`src/rtl/leaf_out_arbiter.sv`:
```
// leaf_out_arbiter: shares one BFT output link among NUM_OUT_PORTS user streams.
// A round-robin arbiter picks one credited, enabled port per cycle. The winning
// word is stamped with its route (leaf/port) and a per-port wrapping address,
// then lands in the registered output one cycle after the combinational ack.
module leaf_out_arbiter #(
  parameter int PACKET_BITS   = 49,
  parameter int PAYLOAD_BITS  = 32,
  parameter int NUM_LEAF_BITS = 5,
  parameter int NUM_PORT_BITS = 4,
  parameter int NUM_ADDR_BITS = 7,
  parameter int NUM_OUT_PORTS = 6,
  parameter int CREDIT_BITS   = 8,
  parameter int CREDIT_INIT   = 128
) (
  input  logic                                  clk,
  input  logic                                  reset,
  input  logic                                  cfg_we,
  input  logic [NUM_PORT_BITS-1:0]              cfg_port,
  input  logic                                  cfg_en,
  input  logic [NUM_LEAF_BITS-1:0]              cfg_dest_leaf,
  input  logic [NUM_PORT_BITS-1:0]              cfg_dest_port,
  input  logic [NUM_OUT_PORTS*PAYLOAD_BITS-1:0] din_user,
  input  logic [NUM_OUT_PORTS-1:0]              vld_user,
  output logic [NUM_OUT_PORTS-1:0]              ack_user,
  input  logic                                  credit_vld,
  input  logic [NUM_PORT_BITS-1:0]              credit_port,
  input  logic [CREDIT_BITS-1:0]                credit_amt,
  input  logic                                  out_ready,
  input  logic                                  stall,
  output logic [PACKET_BITS-1:0]                dout_pkt,
  output logic                                  credit_err
);

  localparam int PTR_W = (NUM_OUT_PORTS > 1) ? $clog2(NUM_OUT_PORTS) : 1;
  localparam logic [PTR_W-1:0]         PTR_LAST = PTR_W'(NUM_OUT_PORTS - 1);
  localparam logic [NUM_PORT_BITS:0]   NPORTS   = (NUM_PORT_BITS + 1)'(NUM_OUT_PORTS);
  localparam logic [CREDIT_BITS:0]     CRED_MAX = (CREDIT_BITS + 1)'(CREDIT_INIT);
  localparam logic [CREDIT_BITS-1:0]   CRED_RST = CREDIT_BITS'(CREDIT_INIT);

  // Per-port route table and counters
  logic                      en_q     [NUM_OUT_PORTS];
  logic [NUM_LEAF_BITS-1:0]  leaf_q   [NUM_OUT_PORTS];
  logic [NUM_PORT_BITS-1:0]  port_q   [NUM_OUT_PORTS];
  logic [NUM_ADDR_BITS-1:0]  addr_q   [NUM_OUT_PORTS];
  logic [CREDIT_BITS-1:0]    credit_q [NUM_OUT_PORTS];
  logic [PTR_W-1:0]          rr_ptr;

  // Stage 0 (combinational arbitration) signals
  logic [NUM_OUT_PORTS-1:0]  eligible_p0;
  logic                      out_free_p0;
  logic                      arb_en_p0;
  logic                      gnt_vld_p0;
  logic [PTR_W-1:0]          gnt_idx_p0;
  logic [PACKET_BITS-1:0]    gnt_pkt_p0;
  logic [CREDIT_BITS:0]      cred_sum_p0 [NUM_OUT_PORTS];
  logic [NUM_OUT_PORTS-1:0]  cred_ovf_p0;
  logic                      cfg_bad_p0;
  logic                      credit_bad_p0;

  // Stage 1 (output register) signals
  logic [PACKET_BITS-1:0]    pkt_p1;
  logic                      vld_p1;

  // ---------------- stage 0: arbitration ----------------
  assign vld_p1      = pkt_p1[PACKET_BITS-1];
  assign out_free_p0 = !vld_p1 || (out_ready && !stall);
  assign arb_en_p0   = out_free_p0 && !stall;
  assign cfg_bad_p0    = cfg_we && ({1'b0, cfg_port} >= NPORTS);
  assign credit_bad_p0 = credit_vld && ({1'b0, credit_port} >= NPORTS);

  // A port may compete only with data, an enabled route and a credit left
  always_comb begin
    eligible_p0 = '0;
    for (int i = 0; i < NUM_OUT_PORTS; i++) begin
      eligible_p0[i] = vld_user[i] & en_q[i] & (credit_q[i] != '0);
    end
  end

  // Search starts just after the last winner so every port gets a fair turn
  always_comb begin
    int cand;
    cand       = 0;
    gnt_vld_p0 = 1'b0;
    gnt_idx_p0 = '0;
    gnt_pkt_p0 = '0;
    for (int k = 1; k <= NUM_OUT_PORTS; k++) begin
      cand = int'(rr_ptr) + k;
      if (cand >= NUM_OUT_PORTS) cand = cand - NUM_OUT_PORTS;
      if (!gnt_vld_p0 && eligible_p0[cand]) begin
        gnt_vld_p0 = 1'b1;
        gnt_idx_p0 = PTR_W'(cand);
        gnt_pkt_p0 = {1'b1, leaf_q[cand], port_q[cand], addr_q[cand],
                      din_user[cand*PAYLOAD_BITS +: PAYLOAD_BITS]};
      end
    end
  end

  // One-hot ack to the winner, only when the output register can take it
  always_comb begin
    ack_user = '0;
    if (arb_en_p0 && gnt_vld_p0) ack_user[gnt_idx_p0] = 1'b1;
  end

  // Next credit value: a return and a grant on the same port combine
  always_comb begin
    cred_ovf_p0 = '0;
    for (int i = 0; i < NUM_OUT_PORTS; i++) begin
      cred_sum_p0[i] = {1'b0, credit_q[i]}
                     + ((credit_vld && (credit_port == NUM_PORT_BITS'(i))) ? {1'b0, credit_amt} : '0)
                     - {{CREDIT_BITS{1'b0}}, ack_user[i]};
      cred_ovf_p0[i] = cred_sum_p0[i] > CRED_MAX;
    end
  end

  // ---------------- stage 1: registered state ----------------

  // Route table; out-of-range writes match no entry and are dropped
  always_ff @(posedge clk or posedge reset) begin
    if (reset) begin
      for (int i = 0; i < NUM_OUT_PORTS; i++) begin
        en_q[i]   <= 1'b0;
        leaf_q[i] <= '0;
        port_q[i] <= '0;
      end
    end else if (cfg_we) begin
      for (int i = 0; i < NUM_OUT_PORTS; i++) begin
        if (cfg_port == NUM_PORT_BITS'(i)) begin
          en_q[i]   <= cfg_en;
          leaf_q[i] <= cfg_dest_leaf;
          port_q[i] <= cfg_dest_port;
        end
      end
    end
  end

  // Per-port sequence address and saturating credit counter
  always_ff @(posedge clk or posedge reset) begin
    if (reset) begin
      for (int i = 0; i < NUM_OUT_PORTS; i++) begin
        addr_q[i]   <= '0;
        credit_q[i] <= CRED_RST;
      end
    end else begin
      for (int i = 0; i < NUM_OUT_PORTS; i++) begin
        if (ack_user[i]) addr_q[i] <= addr_q[i] + 1'b1;
        credit_q[i] <= cred_ovf_p0[i] ? CRED_RST : cred_sum_p0[i][CREDIT_BITS-1:0];
      end
    end
  end

  // Output register: load the winner, clear valid when idle, freeze on stall
  always_ff @(posedge clk or posedge reset) begin
    if (reset) begin
      pkt_p1 <= '0;
      rr_ptr <= PTR_LAST;
    end else if (arb_en_p0) begin
      if (gnt_vld_p0) begin
        pkt_p1 <= gnt_pkt_p0;
        rr_ptr <= gnt_idx_p0;
      end else begin
        pkt_p1[PACKET_BITS-1] <= 1'b0;
      end
    end
  end

  // Sticky error: bad config index, bad credit index or credit overflow
  always_ff @(posedge clk or posedge reset) begin
    if (reset) begin
      credit_err <= 1'b0;
    end else if (cfg_bad_p0 || credit_bad_p0 || (|cred_ovf_p0)) begin
      credit_err <= 1'b1;
    end
  end

  assign dout_pkt = pkt_p1;

endmodule

```
`config.mk`:
```
export PLATFORM = sky130hd
export DESIGN_NAME = leaf_out_arbiter
export DESIGN_NICKNAME = d
export VERILOG_FILES = /design/src/rtl/leaf_out_arbiter.sv
export SDC_FILE = /design/constraint.sdc
export NUM_CORES = 1
export LEC_CHECK = 0
export CORE_UTILIZATION = 24
export CTS_CLUSTER_DIAMETER = 80
export DETAILED_ROUTE_END_ITERATION = 8
export GPL_TIMING_DRIVEN = 0
export HOLD_SLACK_MARGIN = 0.12
export SYNTH_ARGS = -nofsm -noshare
export SYNTH_HDL_FRONTEND = slang
export SYNTH_SLANG_ARGS = --single-unit
```
`constraint.sdc`:
```
create_clock -name clk -period 8.9 [get_ports clk]
set_input_delay 1.78 -clock clk [delete_from_list [all_inputs] [get_ports clk]]
set_output_delay 1.78 -clock clk [all_outputs]
set_load 0.005 [all_outputs]
```
==> results.md, run 1 <==
- Status: complete, no violations
- Wirelength, routed: 112000 um
- First-pass GRT wire length: 161000 um
- Nets@finish: 3561
- Layout cells sized above 1: 11.5%
- Area Growth Syn to Fin: 24.2%
- Cell repeated most along the worst path: inv_1
- P_int: 5.49 mW
- M1 GR Usage: 27.8%
- Max Cap Viol: 0
- Multi-input gate area: 16200 um2
- Max incr delay on CP: 1.03 ns
- PD cells: 476 nW/um2
- DR WL/cell: 25.0 um
- Post-route ant nets: 0
- Synth cell types: 85
- Worst R2R Setup Slack: 0.51 ns
- Placed cell count: 4428
- CTS tree: done
- Crit Reg-Reg Endpoint: credit_err
- Psw: 7.99 mW
- Die height: 310 um
- Tcrit/Tclk final: 94.2%
- GR Util met2: 35.8%
- Syn nets: 3240
- CTS Buf Count: 26
- FF-to-FF path depth: 32
- Finished Layout Cells: 4481
- RSZ-0062 raised after global routing: no
- Top_reg_cell synth: dfrtp_1
- Syn Area/Cell: 7.91 um2
- DRC Markers: 0
- Fillers: 9992
- WP buf/inv: 8
- Grt total ovfl: 0
- Clock-pin transition on the worst setup and hold timing paths: 0.07 ns
- GRT busiest layer: met2
- Clock share of power: 8.3%
- Initial antenna violation count: 8
- Proportion of synthesized chip area in sequential cells: 22.3%
- Hold_sp: dout_pkt[14]
- Full die area: 96300 um2
- Type of origin of the critical path: flop
- Fraction of registers with async set/reset: 100%
- Register share of total power: 10.7%
- Synth Instances: 2884
- Initial core utilization: 24.3%
- Slowest CP cell: xnor2_1
- Final Setup Violations: 0
- Hold depth: 2
- # port buffers: 285
- I/O pin count: 286
- Hold Path Class: reg -> reg
- Clock Path Buffers: 3
- Maximum number of pins on one net before global-route repair: 98
- Post-synth EDFFs: 0
- Clk_skew: 0.0250 ns
- Crit path time final: 8.39 ns
- Leakage: 11.1 nW
- Dpl hpwl: 84500 um
- Initial DRC count: 3231
- Hold Buf Count CTS: 0
- Critical path class: reg -> reg
- Sw Ratio: 59.3%
- Max-slew violations: 0
- Die Width: 310 um
- Yosys warnings: 0
- DR vias: 25200
- Worst skew pair latency: 0.58 ns
- Detailed Routing Iterations Pass 1: 7
- Worst hold path endpoint: dout_pkt[14]
- Htree depth: 1
- Crit-path max FO: 16
- DR vias/cell: 5.61
- Vias in the first global route: 24200
- Yosys reg bits: 203
- CP delay by family, top: simple AND/OR/NAND/NOR gates
- Total track usage: 22.4%
- Slew headroom: 12.1%
- F_max: 0.119 GHz
- Sink Count: 203
- Final Core Density: 30.2%
- CTS root buffer: clkbuf_16
- Row count: 112
- Register Area: 5090 um2
- Setup crit end kind: flop
- Maximum vdd ir drop: 248 uV
- Worst slew pin tran: 1.31 ns
- Combinational Power Share: 81.1%
- Worst Setup Slack, final: 0.512 ns
- Hold Vio Cnt, Final: 0
- Place WS: -1.36 ns
- Reg2Reg Launch Point: rr_ptr[1]
- Core area: 93700 um2
- GRT met3 Usage: 5.19%
- TNS Setup: 0 ns
- Final Wtd Congestion: 1.00
- WP data arrival: 8.79 ns
- Post-synthesis cell area: 22800 um2
- CP required: 9.31 ns
state kept, by name, indices dropped and copies added, names as in the netlist:
register,cells
addr_q,42
credit_err,1
port_q,24
dout_pkt,49
credit_q,48
en_q,6
rr_ptr,3
leaf_q,30
worst min-delay path, delay by kind of cell, from the launching register on:
kind | cells | cell delay, ns
compound gates | 1 | 0.06
simple gates | 1 | 0.05
flops | 1 | 0.35
how the worst max path moves through the flow:
stage                   start           end  slack [ns]  depth (start not counted)
finish              rr_ptr[1]    credit_err        0.51                         32
global route        rr_ptr[0]    credit_err        0.01                         33
CTS                 rr_ptr[1]    credit_err       0.003                         31
detailed placement  rr_ptr[0]    credit_err       -1.36                         34
global placement        reset  dout_pkt[18]       -1.87                          2
floorplan           rr_ptr[0]    credit_err        1.39                         34
power groups by stage:
stage	clock [mW]	sequential, mW	combinational [mW]
final	1.11	1.44	10.9
after global routing	1.16	1.47	11.5
after CTS	1.13	1.43	10.5
after detailed placement	0	1.45	10.4
after global placement	0	1.44	10.3
after floorplan	0	1.36	6.88
cells in the mapped netlist (44+ instances only):
| library cell | count | share of area, % |
|---|---|---|
| nor3_1 | 47 | 1.0 |
| clkbuf_1 | 149 | 2.5 |
| o21ai_0 | 158 | 3.5 |
| a32oi_1 | 44 | 1.7 |
| inv_1 | 204 | 3.4 |
| mux2_2 | 200 | 9.9 |
| xnor2_1 | 54 | 2.1 |
| a21oi_1 | 211 | 4.6 |
| dfrtp_1 | 195 | 21 |
| ha_1 | 120 | 6.6 |
| nor2_1 | 342 | 5.6 |
| a211oi_1 | 101 | 3.3 |
| nand2_1 | 262 | 4.3 |
| o221ai_1 | 46 | 1.8 |
| o22ai_1 | 70 | 1.9 |
| mux2i_1 | 189 | 8.3 |
metal layers:
layer  up-vias  routed length [um]
met5         -                  37
met1     11900               44000
met2      1643               49900
met4         6                6420
li1      11200                   -
met3       363               11600
cell type report:
cell class	count	area share, %
Tap cell	1254	5.54
Clock inverter	15	0.464
Inverter	205	2.74
Timing Repair Buffer	294	10.5
Multi-Input combinational cell	2262	57.1
Clock buffer	33	2.64
Antenna cell	2	0.0177
Buffer	213	3.03
Sequential cell	203	18.0
what timing repair did:
action,4_1_cts,5_1_grt
setup buffers,1,3
pin swaps,1,3
gates resized for setup,17,15
setup endpoints to repair,53,1
cell usage in the layout, fill, tap and decap left out, types with 8 or more instances in the layout:
cell,netlist,routed
nor2_1,342,339
clkdlybuf4s50_1,0,285
nand2_1,262,262
a21oi_1,211,211
inv_1,204,203
mux2_2,200,200
dfrtp_1,195,195
mux2i_1,189,189
o21ai_0,158,158
clkbuf_1,149,145
ha_1,120,119
a211oi_1,101,101
o22ai_1,70,69
xnor2_1,54,52
nor3_1,47,47
o221ai_1,46,46
a32oi_1,44,44
nand3_1,38,38
buf_1,36,34
a22oi_1,32,32
nor4_1,31,29
a31oi_1,29,29
buf_2,27,27
clkbuf_16,0,27
mux4_2,24,24
xor2_1,24,24
nand4_1,19,19
o32a_1,17,17
a21o_1,16,16
a22o_1,16,16
o31ai_1,11,11
and3_1,10,10
nor3b_1,10,10
nand2b_1,9,9
a221oi_1,8,8
dfstp_2,8,8
cells by family after synthesis:
family	share of synthesized area, %
AO/OA/AOI/OAI	23.7
multiplexers	20.9
buffers and inverters	7.09
AND/OR/NAND/NOR	15.8
flip-flops	22.3
adder cells (fa/ha/maj)	7.11
XOR/XNOR	3.07
metrics by stage:
step                area (um2)  hold WS [ns]  power [mW]
global route             28300         0.497        14.2
global placement         27200         0.461        11.7
CTS                      28300         0.488        13.0
detailed placement       27300         0.470        11.8
floorplan                22800         0.454        8.24
finish                   28300         0.484        13.5
(Power assumes the default switching activity.)
==> run 2: changes to the inputs <==
--- a/constraint.sdc
+++ b/constraint.sdc
@@ -3,2 +3,2 @@
 set_output_delay 1.78 -clock clk [all_outputs]
-set_load 0.005 [all_outputs]
+set_load 0.05 [all_outputs]
==> results of run 2 <==
Same layout as run 1 (identical final DEF). Status: complete, no violations.
Main changes from that run: setup slack after layout 0.512 ns -> 0.476 ns; end point of the critical path credit_err -> ack_user[1]
Power of run 2 is not shown: default switching activity piles up to over one toggle a cycle in this logic, so the estimate is an artifact.
==> run 3: changes to the inputs <==
- SKIP_LAST_GASP: unset -> 1
==> results of run 3 <==
Same layout as run 1 (identical final DEF). Status: complete, no violations.
Main changes from that run: setup slack after layout 0.512 ns -> 0.476 ns; end point of the critical path credit_err -> ack_user[1]
Power of run 3 is left out for the same reason.
